## config.mk

```make
export PLATFORM = sky130hd
export DESIGN_NAME = uart_tx_fifo
export DESIGN_NICKNAME = d
export VERILOG_FILES = /design/src/rtl/uart_pkg.sv /design/src/rtl/uart_tx_fifo_mem.sv /design/src/rtl/uart_tx_fifo.sv
export SDC_FILE = /design/constraint.sdc
export NUM_CORES = 1
export LEC_CHECK = 0
export CORE_MARGIN = 2
export CORE_UTILIZATION = 50
export DETAILED_ROUTE_END_ITERATION = 8
export HOLD_SLACK_MARGIN = 0.06
export PLACE_DENSITY = 0.69
export SYNTH_ARGS = -nofsm -noshare
export SYNTH_HDL_FRONTEND = slang
export SYNTH_HIERARCHICAL = 1
export SYNTH_SLANG_ARGS = --single-unit
export TNS_END_PERCENT = 50
```

## constraint.sdc

```tcl
create_clock -name clk -period 9.7 [get_ports clk]
set_input_delay 2.91 -clock clk [delete_from_list [all_inputs] [get_ports clk]]
set_output_delay 2.91 -clock clk [all_outputs]
set_load 0.02 [all_outputs]
```

## src/rtl/uart_pkg.sv

```systemverilog
// ============================================================================
// Module   : uart_pkg
// Purpose  : Shared state encoding and parity selectors for the UART TX path.
// Revision : 1.0  initial release
// ============================================================================
`default_nettype none

package uart_pkg;

    typedef enum logic [2:0] {
        ST_IDLE   = 3'd0,
        ST_START  = 3'd1,
        ST_DATA   = 3'd2,
        ST_PARITY = 3'd3,
        ST_STOP   = 3'd4
    } uart_tx_state_t;

    localparam int PAR_NONE = 0;
    localparam int PAR_EVEN = 1;
    localparam int PAR_ODD  = 2;

endpackage

`default_nettype wire

```

## src/rtl/uart_tx_fifo_mem.sv

```systemverilog
// ============================================================================
// Module   : uart_tx_fifo_mem
// Purpose  : Synchronous circular-buffer FIFO with registered full/empty/count.
// Revision : 1.0  initial release
// ============================================================================
`default_nettype none

module uart_tx_fifo_mem #(
    parameter  int WIDTH = 8,
    parameter  int DEPTH = 4,
    localparam int AW    = $clog2(DEPTH),
    localparam int CW    = $clog2(DEPTH) + 1
) (
    input  logic             clk,
    input  logic             rst,
    input  logic             i_push,
    input  logic [WIDTH-1:0] i_data,
    input  logic             i_pop,
    output logic [WIDTH-1:0] o_data,
    output logic             o_full,
    output logic             o_empty,
    output logic [CW-1:0]    o_count,
    output logic [CW-1:0]    o_count_nxt
);

    logic [WIDTH-1:0] r_mem [DEPTH];
    logic [AW-1:0]    r_wr_ptr;
    logic [AW-1:0]    r_rd_ptr;
    logic [CW-1:0]    r_count;
    logic             r_full;
    logic             r_empty;
    logic             w_push_ok;
    logic             w_pop_ok;
    logic [CW-1:0]    w_count_nxt;

    // A full FIFO refuses a push even when a pop frees a slot on the same edge.
    assign w_push_ok   = i_push & ~r_full;
    assign w_pop_ok    = i_pop & ~r_empty;
    assign w_count_nxt = r_count + CW'(w_push_ok) - CW'(w_pop_ok);

    always_ff @(posedge clk) begin
        if (w_push_ok) begin
            r_mem[r_wr_ptr] <= i_data;
        end
    end

    always_ff @(posedge clk) begin
        if (rst) begin
            r_wr_ptr <= '0;
            r_rd_ptr <= '0;
            r_count  <= '0;
            r_full   <= 1'b0;
            r_empty  <= 1'b1;
        end else begin
            if (w_push_ok) begin
                r_wr_ptr <= r_wr_ptr + 1'b1;
            end
            if (w_pop_ok) begin
                r_rd_ptr <= r_rd_ptr + 1'b1;
            end
            r_count <= w_count_nxt;
            r_full  <= (w_count_nxt == CW'(DEPTH));
            r_empty <= (w_count_nxt == '0);
        end
    end

    assign o_data      = r_mem[r_rd_ptr];
    assign o_full      = r_full;
    assign o_empty     = r_empty;
    assign o_count     = r_count;
    assign o_count_nxt = w_count_nxt;

endmodule

`default_nettype wire

```

## src/rtl/uart_tx_fifo.sv

```systemverilog
// ============================================================================
// Module   : uart_tx_fifo
// Purpose  : Parametrised UART transmitter fed by an integrated TX FIFO.
// Revision : 1.0  initial release
// ============================================================================
`default_nettype none

module uart_tx_fifo
    import uart_pkg::*;
#(
    parameter  int CLKS_PER_BIT = 868,
    parameter  int DATA_BITS    = 8,
    parameter  int PARITY       = 0,
    parameter  int STOP_BITS    = 1,
    parameter  int FIFO_DEPTH   = 4,
    localparam int CW           = $clog2(FIFO_DEPTH) + 1
) (
    input  logic                 clk,
    input  logic                 rst,
    input  logic [DATA_BITS-1:0] d_in,
    input  logic                 load,
    output logic                 ready,
    output logic                 tx_out,
    output logic                 tx_status,
    output logic                 overflow,
    output logic [CW-1:0]        fifo_count
);

    localparam int TW = $clog2(CLKS_PER_BIT);
    localparam int IW = $clog2(DATA_BITS);

    uart_tx_state_t       r_state,    w_state_nxt;
    logic [TW-1:0]        r_timer,    w_timer_nxt;
    logic [IW-1:0]        r_bit_idx,  w_bit_idx_nxt;
    logic                 r_stop_cnt, w_stop_cnt_nxt;
    logic [DATA_BITS-1:0] r_shift,    w_shift_nxt;
    logic                 r_parity,   w_parity_nxt;
    logic                 r_tx,       w_tx_nxt;
    logic                 r_overflow;
    logic                 r_tx_status;

    logic                 w_bit_end;
    logic                 w_start_frame;
    logic                 w_pop;
    logic                 w_full;
    logic                 w_empty;
    logic [DATA_BITS-1:0] w_head;
    logic [CW-1:0]        w_count;
    logic [CW-1:0]        w_count_nxt;

    uart_tx_fifo_mem #(
        .WIDTH (DATA_BITS),
        .DEPTH (FIFO_DEPTH)
    ) u_fifo (
        .clk         (clk),
        .rst         (rst),
        .i_push      (load),
        .i_data      (d_in),
        .i_pop       (w_pop),
        .o_data      (w_head),
        .o_full      (w_full),
        .o_empty     (w_empty),
        .o_count     (w_count),
        .o_count_nxt (w_count_nxt)
    );

    assign w_bit_end = (r_timer == TW'(CLKS_PER_BIT - 1));

    always_comb begin
        w_state_nxt    = r_state;
        w_timer_nxt    = w_bit_end ? '0 : r_timer + 1'b1;
        w_bit_idx_nxt  = r_bit_idx;
        w_stop_cnt_nxt = r_stop_cnt;
        w_shift_nxt    = r_shift;
        w_parity_nxt   = r_parity;
        w_tx_nxt       = r_tx;
        w_start_frame  = 1'b0;
        w_pop          = 1'b0;

        case (r_state)
            ST_IDLE: begin
                w_timer_nxt   = '0;
                w_start_frame = ~w_empty;
            end
            ST_START: begin
                if (w_bit_end) begin
                    w_state_nxt = ST_DATA;
                    w_tx_nxt    = r_shift[0];
                end
            end
            ST_DATA: begin
                if (w_bit_end) begin
                    if (r_bit_idx == IW'(DATA_BITS - 1)) begin
                        if (PARITY != PAR_NONE) begin
                            w_state_nxt = ST_PARITY;
                            w_tx_nxt    = r_parity;
                        end else begin
                            w_state_nxt = ST_STOP;
                            w_tx_nxt    = 1'b1;
                        end
                    end else begin
                        w_bit_idx_nxt = r_bit_idx + 1'b1;
                        w_shift_nxt   = r_shift >> 1;
                        w_tx_nxt      = r_shift[1];
                    end
                end
            end
            ST_PARITY: begin
                if (w_bit_end) begin
                    w_state_nxt = ST_STOP;
                    w_tx_nxt    = 1'b1;
                end
            end
            ST_STOP: begin
                if (w_bit_end) begin
                    if (r_stop_cnt == 1'(STOP_BITS - 1)) begin
                        w_start_frame = ~w_empty;
                        w_state_nxt   = ST_IDLE;
                        w_tx_nxt      = 1'b1;
                    end else begin
                        w_stop_cnt_nxt = 1'b1;
                    end
                end
            end
            default: begin
                w_state_nxt = ST_IDLE;
                w_tx_nxt    = 1'b1;
            end
        endcase

        // Back-to-back frames reuse this path so there is no idle gap.
        if (w_start_frame) begin
            w_pop          = 1'b1;
            w_state_nxt    = ST_START;
            w_timer_nxt    = '0;
            w_bit_idx_nxt  = '0;
            w_stop_cnt_nxt = 1'b0;
            w_shift_nxt    = w_head;
            w_parity_nxt   = (^w_head) ^ (PARITY == PAR_ODD);
            w_tx_nxt       = 1'b0;
        end
    end

    always_ff @(posedge clk) begin
        if (rst) begin
            r_state     <= ST_IDLE;
            r_timer     <= '0;
            r_bit_idx   <= '0;
            r_stop_cnt  <= 1'b0;
            r_shift     <= '0;
            r_parity    <= 1'b0;
            r_tx        <= 1'b1;
            r_overflow  <= 1'b0;
            r_tx_status <= 1'b0;
        end else begin
            r_state     <= w_state_nxt;
            r_timer     <= w_timer_nxt;
            r_bit_idx   <= w_bit_idx_nxt;
            r_stop_cnt  <= w_stop_cnt_nxt;
            r_shift     <= w_shift_nxt;
            r_parity    <= w_parity_nxt;
            r_tx        <= w_tx_nxt;
            r_overflow  <= load & w_full;
            r_tx_status <= (w_state_nxt != ST_IDLE) || (w_count_nxt != '0);
        end
    end

    assign ready      = ~w_full;
    assign tx_out     = r_tx;
    assign tx_status  = r_tx_status;
    assign overflow   = r_overflow;
    assign fifo_count = w_count;

endmodule

`default_nettype wire

```

==> impl_summary.log, run 1 <==
[metrics] standard cell core area: 0.005816 mm^2
[metrics] antenna violations before repair: 0
[metrics] residual antenna-violating net count after detailed routing: 0
[metrics] synthesized-area fraction occupied by and/or/nand/nor cells: 12.46%
[metrics] kind of start point of the critical path: input port
[metrics] Leakage: 1.141 nW
[metrics] number of hold violations in the final report: 0
[metrics] async set-reset flop share out of synthesis: 0%
[metrics] number of global-route vias before repair: 1738
[metrics] count of final setup violators: 0
[metrics] share of total power consumed by net switching: 30.24%
[metrics] area share of xor/xnor cells in the synthesized design: 4.139%
[metrics] CP Data Arrival Time: 5770 ps
[metrics] number of buffers inserted by post-CTS setup repair: 0
[metrics] multiplexer share of the synthesized area: 8.108%
[metrics] buffer depth of the longest clock path: 2
[metrics] Register-to-Register Path Depth: 16
[metrics] number of diodes added for antenna fixing: 0
[metrics] result of the run: finished clean
[metrics] Reg clk slew, reported paths: 70 ps
[metrics] GR Overflow Total: 0
[metrics] sequential element share of the synthesized area: 58.11%
[metrics] Synth Area in Adders: 4.476%
[metrics] Starting DRT DRC Count: 95
[metrics] Pint: 0.5790 mW
[metrics] GP Congestion: 0.8370
[metrics] FF+latch count, synth: 70
[metrics] final std cells w/o fill: 333
[metrics] count of hold-fix buffers inserted at cts: 0
[metrics] Setup Total Neg Slack: 0 ps
[metrics] number of vias per cell: 5.450
[metrics] Hold Slack: 472.8 ps
[metrics] DP HPWL: 3342 um
[metrics] largest family of logic cells by synthesized area: simple AND/OR/NAND/NOR gates
[metrics] sequential cell fraction of total power: 48.0%
[metrics] maximum number of pins on one net before global-route repair: 30
[metrics] overall die area: 0.006558 mm^2
[metrics] wire length of the first global-routing pass: 8252 um
[metrics] path category of the worst min-delay check: reg -> reg
[metrics] Critical Path Source: load
[metrics] Fillers: 516
[metrics] insertion delay to the later sink of the worst-skew pair: 340 ps
[metrics] share of total power in the clock network: 27.2%
[metrics] number of iterations in the first detailed-routing pass: 4
[metrics] Crit Path Max Fanout: 7
[metrics] combinational share of power: 24.7%
[metrics] FP Rows: 28
[metrics] compound-cell area share of the yosys netlist: 8.150%
[metrics] synthesized instance count: 237
[metrics] Crit Path Category: in -> reg
[metrics] total power: 0.8299 mW
[metrics] beginning of the worst register-to-register path: r_timer[0]$_SDFF_PP0_
[metrics] wire length reported by the detailed router: 4965 um
[metrics] Slew Viols, Final: 0
[metrics] Final min period: 5589 ps
[metrics] number of max-cap violations: 0
[metrics] Gates resized, CTS repair: 0
[metrics] GRT Util Overall: 17.46%
[metrics] number of warnings reported in the yosys synthesis log: 6
[metrics] unrepaired setup endpoints after global routing: no
[metrics] Area growth syn-to-layout: 13.01%
[metrics] placed cell count: 317
[metrics] Max Fclk: 178.9 MHz
[metrics] most used cells in the layout excluding fill and tap cells: dfxtp_1 (38), edfxtp_1 (32), nor2_1 (23)
[metrics] maximum vdd ir drop: 153.0 uV
[metrics] total vias in the final route: 1815
[metrics] number of enable flip-flop cells after synthesis: 32
[metrics] Final Cycle Share: 57.61%
[metrics] worst r2r dst: tx_status$_SDFF_PP0_
[metrics] commonest non-fill, non-tap cell in the layout: dfxtp_1
[metrics] vertical die dimension: 80.98 um
[metrics] Power per Cell Area: 247.9 mW/mm^2
[metrics] post-synth cell types: 47
[metrics] wire length per cell: 14.91 um
[metrics] critical path endpoint category: register
[metrics] setup slack of the most critical reg-to-reg path: 5850 ps
[metrics] fraction of layout cells with a size suffix above 1: 11.24%
[metrics] worst slew pin tran: 1053 ps
[metrics] worst slew slack as a fraction of its limit: 29.55%
[metrics] overall die width: 80.98 um
[metrics] total number of H-tree levels: 3
[metrics] Synth Flop Type: dfxtp_1
[metrics] effective utilization at floorplan: 50.95%
[metrics] CTS sink count: 70
[metrics] syn nets: 258
[metrics] data required time at the worst endpoint: 9880 ps
[metrics] combined area of all synthesized cells: 0.002963 mm^2
[metrics] clock tree from TritonCTS: done
[metrics] number of input and output port buffers inserted: 17
[metrics] Worst Clk Skew: 8.558 ps
[metrics] average cell area after synthesis: 12.50 um^2
[metrics] termination of the worst setup path: tx_status$_SDFF_PP0_
[metrics] power dissipated by switching net loads: 0.2509 mW
[metrics] post-route core utilization: 57.57%
[metrics] top-level I/O count: 18
[metrics] Net count, final: 274
[metrics] Remaining DRCs: 0
[metrics] CTS Buf Count: 9
[metrics] CTS root buf: clkbuf_8
==> cell usage after synthesis, types with 3 or more instances <==
master	count	area [um^2]
o211ai_1	6	45.04
xor2_1	4	35.03
a31oi_1	4	25.02
nor2_1	23	86.33
inv_1	13	48.80
a21oi_1	4	20.02
and2_1	5	31.28
buf_2	4	20.02
nor3_1	10	50.05
mux4_2	8	180.2
nand2_1	9	33.78
a211oi_1	3	22.52
mux2i_1	6	60.06
nand3_1	6	30.03
a32oi_1	4	35.03
clkbuf_1	5	18.77
ha_1	9	112.6
edfxtp_1	32	960.9
dfxtp_1	38	760.7
nor4_1	4	25.02
xnor2_1	10	87.58
==> cells by family (layout without fill, tap and decap cells) <==
kind of cell | count (synthesis) | count (layout)
AO/OA/AOI/OAI | 32 | 32
buffers and inverters | 27 | 48
adder cells (fa/ha/maj) | 10 | 10
XOR/XNOR | 14 | 14
flip-flops | 70 | 70
AND/OR/NAND/NOR | 70 | 70
multiplexers | 14 | 14
==> cell type report <==
cell class	count	area [um^2]	area share, %
inverters	14	52.55	1.570
repair buffers	18	177.7	5.306
multi-input cells	140	1106	33.03
clock inverters	7	72.57	2.167
flip-flops and latches	70	1722	51.42
well taps	75	93.84	2.803
clock buffers	9	123.9	3.700
==> flip-flops by register name (all words and copies together), names as in the netlist, named ones only <==
name and cells:
u_fifo/o_full 1, r_shift 8, r_bit_idx 3, u_fifo/r_mem 32, tx_out 1, tx_status 1
r_timer 10, u_fifo/r_wr_ptr 2, u_fifo/o_empty 1, u_fifo/r_rd_ptr 2, r_state 3, overflow 1
u_fifo/o_count 3
==> metrics by stage <==
step | setup WS, ps | area, um^2
6_report | 4111 | 3348
3_5_place_dp | 3717 | 3152
2_1_floorplan | 4594 | 2963
5_1_grt | 3732 | 3348
4_1_cts | 4090 | 3348
3_3_place_gp | 3895 | 3152
==> worst max-delay path, stage by stage <==
cell             delay, ps
clkdlybuf4s50_1        470
nor2b_1                430
inv_1                   90
ha_1                   300
inv_1                   60
ha_1                   130
inv_1                   50
fa_1                   370
xor2_1                 160
xnor2_1                280
inv_1                   60
a2111oi_0              300
a31oi_1                140
==> power by group through the flow <==
stage	Sequential [mW]	Combinational, mW	Clock [mW]
after detailed placement	0.406	0.207	0
final	0.399	0.205	0.226
after global placement	0.405	0.202	0
after floorplan	0.401	0.150	0
after global routing	0.407	0.230	0.245
after CTS	0.400	0.207	0.234
==> how the worst min path moves through the flow <==
stage                           from               endpoint  slack (ps)  cells after the start
2_1_floorplan  r_timer[0]$_SDFF_PP0_  r_timer[0]$_SDFF_PP0_         430                      1
3_3_place_gp   r_timer[0]$_SDFF_PP0_  r_timer[0]$_SDFF_PP0_         440                      1
3_5_place_dp   r_timer[0]$_SDFF_PP0_  r_timer[0]$_SDFF_PP0_         460                      1
4_1_cts        r_timer[0]$_SDFF_PP0_  r_timer[0]$_SDFF_PP0_         480                      1
5_1_grt        r_timer[0]$_SDFF_PP0_  r_timer[0]$_SDFF_PP0_         500                      1
6_report       r_timer[0]$_SDFF_PP0_  r_timer[0]$_SDFF_PP0_         470                      1
==> metal layers <==
metal	global-route usage (%)	routed length, um	vias to the layer above
met1	21.68	2249	861
li1	-	-	903
met5	0	0	-
met4	8.305	63	0
met3	6.444	224	8
met2	27.11	2427	43
No activity file was read; power rests on OpenSTA's default activity.
==> inputs of run 2 (changes only) <==
Clock period 9.7 ns to 5.8 ns, I/O delays scaled along.
==> run 2 against run 1 <==
Effect of this change:
- utilization up 0.32 points
- routed wire length down 0.16%
- critical endpoint unchanged
- flip-flop and latch count unchanged
- highest routed layer unchanged
==> impl_summary.log, run 2 (synthesis results as in run 1) <==
[metrics] CTS root buf: clkbuf_8
[metrics] Net count, final: 274
[metrics] post-route core utilization: 57.90%
[metrics] critical path endpoint category: register
[metrics] wire length per cell: 14.89 um
[metrics] number of diodes added for antenna fixing: 0
[metrics] Gates resized, CTS repair: 0
[metrics] GP Congestion: 0.8639
[metrics] Worst Clk Skew: 6.391 ps
[metrics] Starting DRT DRC Count: 79
[metrics] number of buffers inserted by post-CTS setup repair: 0
[metrics] FP Rows: 28
[metrics] count of final setup violators: 0
[metrics] flip-flop count of the largest register after layout: 32
[metrics] most used cells in the layout excluding fill and tap cells: dfxtp_1 (38), edfxtp_1 (32), nor2_1 (23)
[metrics] vertical die dimension: 80.98 um
[metrics] overall die width: 80.98 um
[metrics] number of max-cap violations: 0
[metrics] Crit Path Max Fanout: 7
[metrics] Area growth syn-to-layout: 13.64%
[metrics] DP HPWL: 3272 um
[metrics] Fillers: 490
[metrics] area of all sequential standard cells: 0.001722 mm^2
[metrics] CTS Buf Count: 9
[metrics] maximum number of pins on one net before global-route repair: 30
[metrics] result of the run: finished clean
[metrics] commonest non-fill, non-tap cell in the layout: dfxtp_1
[metrics] Max Fclk: 230.3 MHz
[metrics] CP Data Arrival Time: 4520 ps
[metrics] maximum vdd ir drop: 257.2 uV
[metrics] number of input and output port buffers inserted: 17
[metrics] overall die area: 0.006558 mm^2
[metrics] effective utilization at floorplan: 50.95%
[metrics] number of vias per cell: 5.423
[metrics] top-level I/O count: 18
[metrics] buffer depth of the longest clock path: 2
[metrics] GR Overflow Total: 0
[metrics] number of hold violations in the final report: 0
[metrics] GRT Util Overall: 17.09%
[metrics] worst slew slack as a fraction of its limit: 29.59%
[metrics] Slew Viols, Final: 0
[metrics] count of hold-fix buffers inserted at cts: 0
[metrics] insertion delay to the later sink of the worst-skew pair: 340 ps
[metrics] Final Cycle Share: 74.88%
[metrics] residual antenna-violating net count after detailed routing: 0
[metrics] Leakage: 1.144 nW
[metrics] Power per Cell Area: 424.2 mW/mm^2
[metrics] total number of H-tree levels: 3
[metrics] Final min period: 4343 ps
[metrics] registers with the most flip-flops: u_fifo/r_mem x32, r_timer x10, r_shift x8
[metrics] multi-input logic area: 0.001106 mm^2
[metrics] total vias in the final route: 1806
[metrics] antenna violations before repair: 0
[metrics] kind of start point of the critical path: input port
[metrics] wire length reported by the detailed router: 4957 um
[metrics] clock tree from TritonCTS: done
[metrics] Crit Path Category: in -> reg
[metrics] fraction of layout cells with a size suffix above 1: 10.85%
[metrics] unrepaired setup endpoints after global routing: no
[metrics] Reg clk slew, reported paths: 70 ps
[metrics] number of global-route vias before repair: 1691
[metrics] register bank with the most flops: u_fifo/r_mem
[metrics] worst slew pin tran: 1053 ps
[metrics] wire length of the first global-routing pass: 8162 um
[metrics] number of iterations in the first detailed-routing pass: 4
[metrics] data required time at the worst endpoint: 5970 ps
[metrics] standard cell core area: 0.005816 mm^2
[metrics] Setup Total Neg Slack: 0 ps
[metrics] Remaining DRCs: 0
[metrics] CTS sink count: 70
[metrics] path category of the worst min-delay check: reg -> reg
## run 2: cell type report
| class | count | share of cell area (%) |
|---|---|---|
| Clock buffer | 11 | 3.902 |
| Multi-Input combinational cell | 140 | 32.85 |
| Clock inverter | 5 | 2.490 |
| Tap cell | 75 | 2.787 |
| Sequential cell | 70 | 51.13 |
| Timing Repair Buffer | 18 | 5.277 |
| Inverter | 14 | 1.561 |
## run 2: critical path, cell delays in order
cell	delay (ps)
clkdlybuf4s50_1	460
nor2b_1	410
inv_1	90
ha_1	300
inv_1	50
ha_1	120
inv_1	40
fa_1	370
xor2_1	160
xnor2_1	270
inv_1	70
a2111oi_0	290
a31oi_1	140
## run 2: path summary, 6_finish.rpt
check / start / end / slack [ps] / depth (start not counted)
setup / recovery: load / tx_status$_SDFF_PP0_ / 1460 / 13
hold / removal: r_timer[0]$_SDFF_PP0_ / r_timer[0]$_SDFF_PP0_ / 460 / 1
setup reg to reg: r_timer[0]$_SDFF_PP0_ / tx_status$_SDFF_PP0_ / 1960 / 16
hold reg to reg: r_timer[0]$_SDFF_PP0_ / r_timer[0]$_SDFF_PP0_ / 460 / 1
## run 2: power breakdown
part           total [mW]  internal [mW]  leakage, nW  switching [mW]
clock               0.418          0.243       0.0998           0.175
sequential          0.666          0.607        0.604          0.0590
combinational       0.344          0.162        0.440           0.182
## run 2: per-stage QoR
| stage | cells | area, um^2 | power (mW) | worst slack (ps) | hold slack [ps] |
|---|---|---|---|---|---|
| after floorplan | 237 | 2963 | 0.9223 | 1864 | 430.5 |
| after global placement | 317 | 3152 | 1.014 | 1156 | 448.0 |
| after detailed placement | 317 | 3152 | 1.024 | 1092 | 454.2 |
| after CTS | 333 | 3367 | 1.448 | 1444 | 469.7 |
| after global routing | 333 | 3367 | 1.517 | 1198 | 493.7 |
| final | 333 | 3367 | 1.428 | 1457 | 464.4 |
## run 2: metal layers
| metal | wire length (um) | GRT usage [%] | up-vias | share of wire (%) |
|---|---|---|---|---|
| met4 | 57 | 6.102 | 0 | 1.1 |
| met2 | 2352 | 25.62 | 40 | 47 |
| met3 | 241 | 7.000 | 7 | 4.9 |
| met5 | 0 | 0 | - | 0 |
| met1 | 2305 | 22.45 | 855 | 46 |
| li1 | - | - | 904 | - |
